**src/rtl/x7seg_capture_if.sv**
```systemverilog
// Bus bundle for the 7-segment capture monitor: the scanned display lines in,
// the recovered word and status out.
interface x7seg_capture_if;
    logic [3:0]  an;
    logic [6:0]  a_to_g;
    logic [15:0] x;
    logic        frame_done;
    logic [3:0]  digit_seen;
    logic        err;

    modport master (
        output an, a_to_g,
        input  x, frame_done, digit_seen, err
    );

    modport slave (
        input  an, a_to_g,
        output x, frame_done, digit_seen, err
    );
endinterface

```
**src/rtl/x7seg_capture.sv**
```systemverilog
// Passive monitor of a multiplexed 4-digit 7-segment bus: deglitches each
// digit window, decodes the segments back to hex and reassembles the word.
module x7seg_capture #(
    parameter int SETTLE = 16,
    parameter int CW     = 5
) (
    input  logic            clk,
    input  logic            clr,
    x7seg_capture_if.slave  bus
);
    localparam int NUM_DIG = 4;
    localparam logic [CW-1:0] LAST = CW'(SETTLE - 1);

    logic [3:0]  an_m, an_s;
    logic [6:0]  seg_m, seg_s;
    logic [10:0] cur, prev;
    logic [CW-1:0] cnt;
    logic        captured;
    logic        stable, cap;

    logic [NUM_DIG-1:0]       sel;
    logic                     one_hot, idle;
    logic [4:0]               dec;
    logic [NUM_DIG-1:0]       dig_wr;
    logic                     bad;
    logic [NUM_DIG-1:0][3:0]  nib;
    logic [NUM_DIG-1:0]       seen;
    logic                     frame;

    logic [15:0] x_q;
    logic        fd_q, err_q;

    // Segment code to {legal, nibble}; anything outside the hex font is illegal.
    function automatic logic [4:0] dec7(input logic [6:0] s);
        case (s)
            7'b0000001: dec7 = {1'b1, 4'h0};
            7'b1001111: dec7 = {1'b1, 4'h1};
            7'b0010010: dec7 = {1'b1, 4'h2};
            7'b0000110: dec7 = {1'b1, 4'h3};
            7'b1001100: dec7 = {1'b1, 4'h4};
            7'b0100100: dec7 = {1'b1, 4'h5};
            7'b0100000: dec7 = {1'b1, 4'h6};
            7'b0001111: dec7 = {1'b1, 4'h7};
            7'b0000000: dec7 = {1'b1, 4'h8};
            7'b0000100: dec7 = {1'b1, 4'h9};
            7'b0001000: dec7 = {1'b1, 4'hA};
            7'b1100000: dec7 = {1'b1, 4'hB};
            7'b0110001: dec7 = {1'b1, 4'hC};
            7'b1000010: dec7 = {1'b1, 4'hD};
            7'b0110000: dec7 = {1'b1, 4'hE};
            7'b0111000: dec7 = {1'b1, 4'hF};
            default:    dec7 = 5'b0_0000;
        endcase
    endfunction

    always_ff @(posedge clk or posedge clr) begin
        if (clr) begin
            an_m  <= 4'hF;
            an_s  <= 4'hF;
            seg_m <= 7'h7F;
            seg_s <= 7'h7F;
        end else begin
            an_m  <= bus.an;
            an_s  <= an_m;
            seg_m <= bus.a_to_g;
            seg_s <= seg_m;
        end
    end

    assign cur    = {an_s, seg_s};
    assign stable = (cur == prev);
    // Guarding with stable keeps a bus change on the terminal-count cycle from
    // being captured as if it had already settled.
    assign cap    = stable && (cnt == LAST) && !captured;

    always_ff @(posedge clk or posedge clr) begin
        if (clr) begin
            prev     <= {4'hF, 7'h7F};
            cnt      <= '0;
            captured <= 1'b0;
        end else begin
            prev <= cur;
            if (!stable) begin
                cnt      <= '0;
                captured <= 1'b0;
            end else begin
                if (cnt != LAST)
                    cnt <= cnt + 1'b1;
                if (cap)
                    captured <= 1'b1;
            end
        end
    end

    always_comb begin
        sel     = '0;
        one_hot = 1'b1;
        case (an_s)
            4'b1110: sel = 4'b0001;
            4'b1101: sel = 4'b0010;
            4'b1011: sel = 4'b0100;
            4'b0111: sel = 4'b1000;
            default: one_hot = 1'b0;
        endcase
    end

    assign idle   = (an_s == 4'hF);
    assign dec    = dec7(seg_s);
    assign dig_wr = (cap && one_hot && dec[4]) ? sel : '0;
    assign bad    = cap && !idle && !(one_hot && dec[4]);
    assign frame  = &seen;

    // Per-digit nibble store; a capture on the frame-complete edge wins over
    // the clear so that digit starts the next frame.
    for (genvar g = 0; g < NUM_DIG; g++) begin : g_dig
        logic [3:0] nib_r;
        logic       seen_r;

        always_ff @(posedge clk or posedge clr) begin
            if (clr) begin
                nib_r  <= 4'h0;
                seen_r <= 1'b0;
            end else if (dig_wr[g]) begin
                nib_r  <= dec[3:0];
                seen_r <= 1'b1;
            end else if (frame) begin
                seen_r <= 1'b0;
            end
        end

        assign nib[g]  = nib_r;
        assign seen[g] = seen_r;
    end

    always_ff @(posedge clk or posedge clr) begin
        if (clr) begin
            x_q   <= 16'h0000;
            fd_q  <= 1'b0;
            err_q <= 1'b0;
        end else begin
            fd_q <= frame;
            if (frame)
                x_q <= nib;
            if (bad)
                err_q <= 1'b1;
        end
    end

    assign bus.x          = x_q;
    assign bus.frame_done = fd_q;
    assign bus.digit_seen = seen;
    assign bus.err        = err_q;
endmodule

```
**src/flat_wrapper.sv**
```systemverilog
// flat-port wrapper written by rule: the top's interface ports become plain ports
module x7seg_capture_flat 
#(
    parameter int SETTLE = 16,
    parameter int CW     = 5
)
  (clk, clr, bus_an, bus_a_to_g, bus_x, bus_frame_done, bus_digit_seen, bus_err);
  x7seg_capture_if bus_i ();
  input  logic clk;
  input  logic clr;
  input wire logic [$bits(bus_i.an)-1:0] bus_an;
  input wire logic [$bits(bus_i.a_to_g)-1:0] bus_a_to_g;
  output wire logic [$bits(bus_i.x)-1:0] bus_x;
  output wire logic [$bits(bus_i.frame_done)-1:0] bus_frame_done;
  output wire logic [$bits(bus_i.digit_seen)-1:0] bus_digit_seen;
  output wire logic [$bits(bus_i.err)-1:0] bus_err;
  assign bus_i.an = bus_an;
  assign bus_i.a_to_g = bus_a_to_g;
  assign bus_x = bus_i.x;
  assign bus_frame_done = bus_i.frame_done;
  assign bus_digit_seen = bus_i.digit_seen;
  assign bus_err = bus_i.err;
  x7seg_capture #(.SETTLE(SETTLE), .CW(CW)) u_core (.clk(clk), .clr(clr), .bus(bus_i));
endmodule
```
**config.mk**
```make
export PLATFORM = sky130hd
export DESIGN_NAME = x7seg_capture_flat
export DESIGN_NICKNAME = d
export VERILOG_FILES = /design/src/rtl/x7seg_capture_if.sv /design/src/rtl/x7seg_capture.sv /design/src/flat_wrapper.sv
export SDC_FILE = /design/constraint.sdc
export NUM_CORES = 1
export LEC_CHECK = 0
export ABC_AREA = 1
export BUFFER_PORTS_ARGS = -buffer_cell sky130_fd_sc_hd__buf_2
export CORE_ASPECT_RATIO = 1.5
export CORE_MARGIN = 2
export CORE_UTILIZATION = 55
export CTS_BUF_LIST = sky130_fd_sc_hd__clkbuf_4
export DETAILED_ROUTE_END_ITERATION = 12
export GPL_TIMING_DRIVEN = 1
export PLACE_DENSITY = 0.78
export SKIP_CTS_REPAIR_TIMING = 1
export SLEW_MARGIN = 30
export SYNTH_ARGS = -nofsm -noshare
export SYNTH_HDL_FRONTEND = slang
export SYNTH_SLANG_ARGS = --single-unit
```
**constraint.sdc**
```tcl
create_clock -name clk -period 1.9 [get_ports clk]
set_input_delay 0.095 -clock clk [delete_from_list [all_inputs] [get_ports clk]]
set_output_delay 0.095 -clock clk [all_outputs]
set_load 0.005 [all_outputs]
```
==> results by group, run 1 <==
Layout
  – Share of cells above drive strength 1: approximately 30%
  – Design area: around 0.0039 mm²
  – Nets: approximately 430
  – Fill count: 460
  – Final Instance Count excl. Fillers: just under 500
  – Syn-to-layout area delta: 15.29%
  – N_diodes: 0

Logic synthesis
  – Post-synthesis mux area share: 0%
  – Adder-cell share of the synthesized area: 0.7421%
  – Post-Synth Simple-Gate Area: a little under a third
  – Synth Area in XOR/XNOR: around 2.8%
  – Complex-gate fraction of the synthesized area: about 2.2%
  – Top cells by area, synth: dfrtp_1 (33%), dfstp_2 (26%), nand2_1 (17%)
  – Top-area cell type share of the netlist area: 32.65%
  – Post-synthesis net count: roughly 380
  – Largest family of logic cells by synthesized area: simple AND/OR/NAND/NOR gates
  – Seq cells post-synth: just under 80
  – Cell taking the most area after synthesis: dfrtp_1
  – Syn Inst Count: between 300 and 400
  – Distinct cells, synth: 35
  – Post-Syn Area per Cell: slightly above 9 µm²
  – Sequential-to-total area share from yosys stat: 58.37%
  – Synth Warn #: 0
  – Area of the mapped netlist: around 0.0034 mm²

Placement
  – Placed Cells: ~470
  – DP Wirelength: 4.178 mm
  – Buffers on Ports: 34
  – Placed cell area: between 0.003 and 0.004 mm²
  – Routability cong.: a little over 0.9

Global route
  – Initial antenna violation count: 0
  – First-pass GRT wire length: 9.508 mm
  – Pin count of the biggest net entering global routing: 40
  – Total global-route track usage: around a fifth
  – Vias in the first global route: approximately 2,300
  – Grt ovf: 0

Drt
  – Routed Antenna Nets: 0
  – Remaining DRCs: 0
  – Vias/cell: about 4.9
  – WL final: roughly 5.6 mm
  – Starting DRC count in detailed routing: 128
  – Total number of vias: 2,396
  – Avg WL per Cell: between 10 and 15 µm
  – DRT Pass-1 Iters: 5

Power and ir drop
  – P_leak: about 2.1 nW
  – Max VDD drop: between 0.0006 and 0.0007 V
  – Power, Total: 0.002747 W
  – Power density over the cells: about 710 mW/mm²

Worst setup path
  – Reg2reg start: u_core.seg_s[4]
  – Worst Path Arrival: 2.07 ns
  – CP max FO: 8
  – CP endpoint: u_core.g_dig[2].nib_r[1]
  – Family with the most delay on the worst path: simple AND/OR/NAND/NOR gates
  – Flop-to-flop setup slack: around 0.14 ns
  – Slowest cell on the critical path: dfstp_2
  – CP Launch Point: u_core.seg_s[4]
  – Most used cell, CP: nand2_1
  – CP endpoint kind: register
  – CP max stage delay: roughly 0.66 ns
  – Crit path launch type: register
  – Stages on the worst setup path: 8
  – Crit path buf inv count: 0
  – Crit-path cells: xnor2_2 -> nand2_1 -> nor2_4 -> nand3_4 -> nor2_8 -> nand4_2 -> nand2_1 -> nand2_1
  – WP data required: ~2.2 ns
  – R2R depth: 8
  – Critical path type: register to register
  – Reg2reg end: u_core.g_dig[2].nib_r[1]

Floorplan
  – IO Pins: 35
  – Die height: roughly 100 µm
  – Placeable Area: 0.005871 mm²
  – Die W: 67.93 µm
  – Row count: 34
  – Initial Util: approximately 57%
  – Die ar.: slightly below 0.007 mm²

Timing
  – Worst Tran Pin Value: roughly 0.49 ns
  – Setup violators final: 0
  – Tcrit/Tclk final: between 90 and 100%
  – Max Freq: 569.2 MHz
  – Final Hold Vio Count: 7
  – Hold WS: -0.009930 ns
  – RSZ-0062 raised after global routing: false
  – Slew Viols, Final: 0
  – Relative slew slack: about two thirds
  – Clock skew: 0.01585 ns
  – Tmin final: around 1.8 ns
  – Setup TNS: 0 ns

Min path
  – Hold Crit Class: input port to async pin

Clocking
  – CTS tree: done
  – CTS Buffer Depth: 2
  – Clk root buf: clkbuf_4
  – Total CTS buffers: 9
  – H-tree levels: 3
  – Reg clk slew, reported paths: approximately 0.12 ns
  – Skew-Pair Late Insertion Delay: approximately 0.42 ns
  – Sink Count: just under 80

Run
  – Max-Cap Viols: 0

Status
  – Status: finished, violations left
  – Failing checks: hold timing
-- where the power goes --
part	total, W	internal [W]	switching, W
Combinational	0.000190	0.0000724	0.000117
Sequential	0.00173	0.00170	0.0000305
Clock	0.000823	0.000281	0.000542
Total	0.00275	0.00206	0.000690
-- worst min path at each step --
stage | startpoint | cells after the start | slack [ns] | to
2_1_floorplan | bus_an[0] | 0 | 0.1 | u_core.an_m[0]
3_3_place_gp | bus_an[2] | 1 | 0.20 | u_core.an_m[2]
3_5_place_dp | bus_a_to_g[1] | 1 | 0.20 | u_core.seg_m[1]
4_1_cts | bus_an[2] | 1 | -0.27 | u_core.an_m[2]
5_1_grt | clr | 2 | 0.04 | u_core.seg_m[4]
6_report | clr | 2 | -0.01 | u_core.prev[4]
-- routing by layer --
metal / wire length, µm / vias to the layer above / global-route usage, % / share of wire [%]
met5: 0 / - / 0 / 0
met1: 2308 / 1091 / 20.09 / 41
li1: - / 1238 / - / -
met3: 245 / 12 / 5.942 / 4.3
met4: 114 / 0 / 8.923 / 2.0
met2: 2980 / 55 / 32.11 / 53
-- placed cells by master, fill, tap and decap left out, types with 3 or more instances in the layout --
cell and n:
o21ai_1 9, nor2_1 32, inv_1 14, nor2_2 5, dfrtp_1 44, dfstp_2 33, buf_2 34, xnor2_1 5
buf_4 7, clkbuf_4 10, nand3_1 7, nor2_4 5, nand3_4 3, xor2_1 4, dlygate4sd3_1 11, a21oi_1 3
inv_2 11, nand2_1 149, nand4_1 10
-- per-stage QoR --
stage	setup slack [ns]	util, %
after floorplan	0.2201	-
after detailed placement	0.04398	62.02
after global routing	0.003673	66.22
after CTS	0.01621	63.94
after global placement	0.1563	62.02
final	0.1432	66.22
-- worst register-to-register path: stages, from the launching register on --
cell and delay (ns):
dfstp_2 0.66, xnor2_2 0.13, nand2_1 0.10, nor2_4 0.11, nand3_4 0.12, nor2_8 0.22, nand4_2 0.18, nand2_1 0.09
nand2_1 0.05
-- flip-flops by register name, summed over array words and instances (netlist names), 4 cells and up --
| register | cells |
|---|---|
| u_core.bus.x | 16 |
| u_core.g_dig.nib_r | 16 |
| u_core.prev | 11 |
| u_core.seg_m | 7 |
| u_core.seg_s | 7 |
| u_core.cnt | 5 |
| u_core.an_m | 4 |
| u_core.an_s | 4 |
| u_core.g_dig.seen_r | 4 |
-- logic make-up after synthesis --
kind of cell,after synthesis
buffers and inverters,36
AOI/OAI and AO/OA,14
adders and majority gates,2
xor gates and xnor gates,10
and+or+nand+nor,222
DFF,77
-- synthesized netlist by cell type --
master	count
dfstp_2	33
nor2_8	2
o21bai_1	1
nand2_2	1
nand3b_1	1
o21ai_1	9
inv_2	11
nand3_1	7
and3_1	1
dfrtp_1	44
nor2_4	3
and2_1	1
xnor2_2	1
clkbuf_1	2
inv_1	15
nor3_4	1
buf_4	4
buf_8	1
nand2_1	150
nor2_1	33
buf_1	1
xor2_1	4
nand4_1	10
nand2_4	1
nor2_2	5
o31ai_1	1
xnor2_1	5
clkinv_1	1
ha_1	2
a21oi_1	3
nor3_2	1
buf_6	1
nand3_4	3
nand4_4	1
nand4_2	1
-- area by class of cell --
cell class              instances  area (µm²)  area share, %
inverters                      27       105.1          2.704
multi-input cells             249        1259          32.38
flip-flops and latches         77        1968          50.63
well taps                      72       90.09          2.317
clock inverters                 6       37.54         0.9656
clock buffers                  10       75.07          1.931
repair buffers                 53       352.8          9.076
(Power assumes the default switching activity.)
==> run 2, diff against run 1 <==
- BUFFER_PORTS_ARGS: -buffer_cell sky130_fd_sc_hd__buf_2 -> unset
- CORE_UTILIZATION: 55 -> 59
- DONT_BUFFER_PORTS: unset -> 1
==> results by group, run 2 (synthesized netlist as in run 1, its figures left out) <==
Worst setup path
  – Most used cell, CP: nand2_1
  – CP endpoint kind: register
  – WP data required: approximately 2.2 ns
  – Crit path buf inv count: 1
  – CP max stage delay: ~0.61 ns
  – Critical path type: register to register
  – Worst Path Arrival: 2.10 ns
  – Crit-path cells: inv_2 -> nand2_1 -> nor2_1 -> nand2_1 -> nand2_1 -> nor2_1 -> nand2_1 -> nor2_4 -> nor2_8 -> nand4_1 -> nand2_1
  – Flop-to-flop setup slack: 0.13 ns
  – CP max FO: 9
  – Crit path launch type: register
  – Family with the most delay on the worst path: simple AND/OR/NAND/NOR gates
  – Slowest cell on the critical path: dfstp_2

Clocking
  – Clk root buf: clkbuf_4
  – Skew-Pair Late Insertion Delay: between 0.4 and 0.5 ns
  – CTS tree: done
  – H-tree levels: 3
  – CTS Buffer Depth: 2
  – Reg clk slew, reported paths: around 0.13 ns
  – Sink Count: a little under 80
  – Total CTS buffers: 9

Drt
  – Remaining DRCs: 0
  – Vias/cell: just under 5
  – Starting DRC count in detailed routing: 170
  – Routed Antenna Nets: 0
  – Total number of vias: 2,274
  – Avg WL per Cell: about 12 µm
  – WL final: 5.404 mm
  – DRT Pass-1 Iters: 4

Timing
  – RSZ-0062 raised after global routing: true
  – Relative slew slack: between 70% and 80%
  – Setup violators final: 0
  – Slew Viols, Final: 0
  – Final Hold Vio Count: 0
  – Clock skew: approximately 0.017 ns
  – Tmin final: 1.767 ns
  – Worst Tran Pin Value: 0.4446 ns
  – Setup TNS: 0 ns
  – Max Freq: between 500 and 600 MHz
  – Tcrit/Tclk final: just over 90%
  – Setup ws final: around 0.13 ns

Global route
  – Vias in the first global route: 2,063
  – First-pass GRT wire length: approximately 8.8 mm
  – Pin count of the biggest net entering global routing: slightly below 80
  – Grt ovf: 0
  – Total global-route track usage: a little under a fifth
  – Initial antenna violation count: 0

Placement
  – Routability cong.: 0.8318
  – Placed cell area: roughly 0.0035 mm²
  – Setup WS pre-CTS: about 0.073 ns
  – Buffers on Ports: 0
  – DP Wirelength: approximately 3.9 mm
  – Placed Cells: roughly 430

Layout
  – Syn-to-layout area delta: 10.61%
  – Share of cells above drive strength 1: 23.71%
  – Commonest non-fill, non-tap cells in the layout: nand2_1 (149), dfrtp_1 (44), dfstp_2 (33)
  – Nets: between 300 and 400
  – Design area: ~0.0037 mm²
  – Final Instance Count excl. Fillers: between 400 and 500
  – N_diodes: 0
  – Commonest non-fill, non-tap cell in the layout: nand2_1
  – Fill count: between 400 and 500

Status
  – Status: finished clean

Power and ir drop
  – Max VDD drop: around 0.00056 V
  – P_leak: 1.886 nW
  – Power, Total: about 0.0027 W
  – Power density over the cells: between 700 and 800 mW/mm²

Run
  – Max-Cap Viols: 0

Floorplan
  – Die height: around 97 µm
  – IO Pins: 35
  – Die ar.: roughly 0.0063 mm²
  – Die W: between 60 and 70 µm
  – Initial Util: 61.40%
  – Placeable Area: 0.005492 mm²
  – Row count: 33

Min path
  – Hold Crit Class: input port to register
[run 2: final timing paths]
| kind | from | endpoint | cells after the start |
|---|---|---|---|
| max in group asynchronous | clr | u_core.prev[9] | 3 |
| min in group asynchronous | clr | u_core.cnt[4] | 3 |
| hold reg to reg | u_core.seg_m[6] | u_core.seg_s[6] | 0 |
| setup / recovery | u_core.seg_s[6] | u_core.g_dig[2].nib_r[3] | 11 |
| hold / removal | bus_an[1] | u_core.an_m[1] | 1 |
| setup reg to reg | u_core.seg_s[6] | u_core.g_dig[2].nib_r[3] | 11 |
[run 2: report_power, final]
part / switching [W] / internal, W / leakage, nW
Sequential: 0.0000308 / 0.00170 / 0.962
Clock: 0.000559 / 0.000272 / 0.0604
Combinational: 0.000115 / 0.0000650 / 0.863
[run 2: metrics by stage]
| stage | hold slack [ns] | util (%) |
|---|---|---|
| global route | 0.1775 | 67.92 |
| global placement | 0.09954 | 62.88 |
| finish | 0.1951 | 67.92 |
| floorplan | 0.09948 | - |
| detailed placement | 0.09953 | 62.88 |
| CTS | -0.3702 | 65.03 |
[run 2: cell type report]
class | instances | area, µm² | area share (%)
Clock inverter | 7 | 50.05 | 1.342
Multi-Input combinational cell | 249 | 1266 | 33.95
Inverter | 27 | 105.1 | 2.818
Sequential cell | 77 | 1968 | 52.77
Tap cell | 70 | 87.58 | 2.348
Clock buffer | 9 | 67.56 | 1.811
Timing Repair Buffer | 19 | 185.2 | 4.965
[run 2: layer usage]
layer	track usage (%)	up-vias	part of all wire, %
met3	3.708	14	3.6
met1	20.22	1039	40
li1	-	1171	-
met4	12.85	0	3.3
met2	32.49	50	53
met5	0	-	0
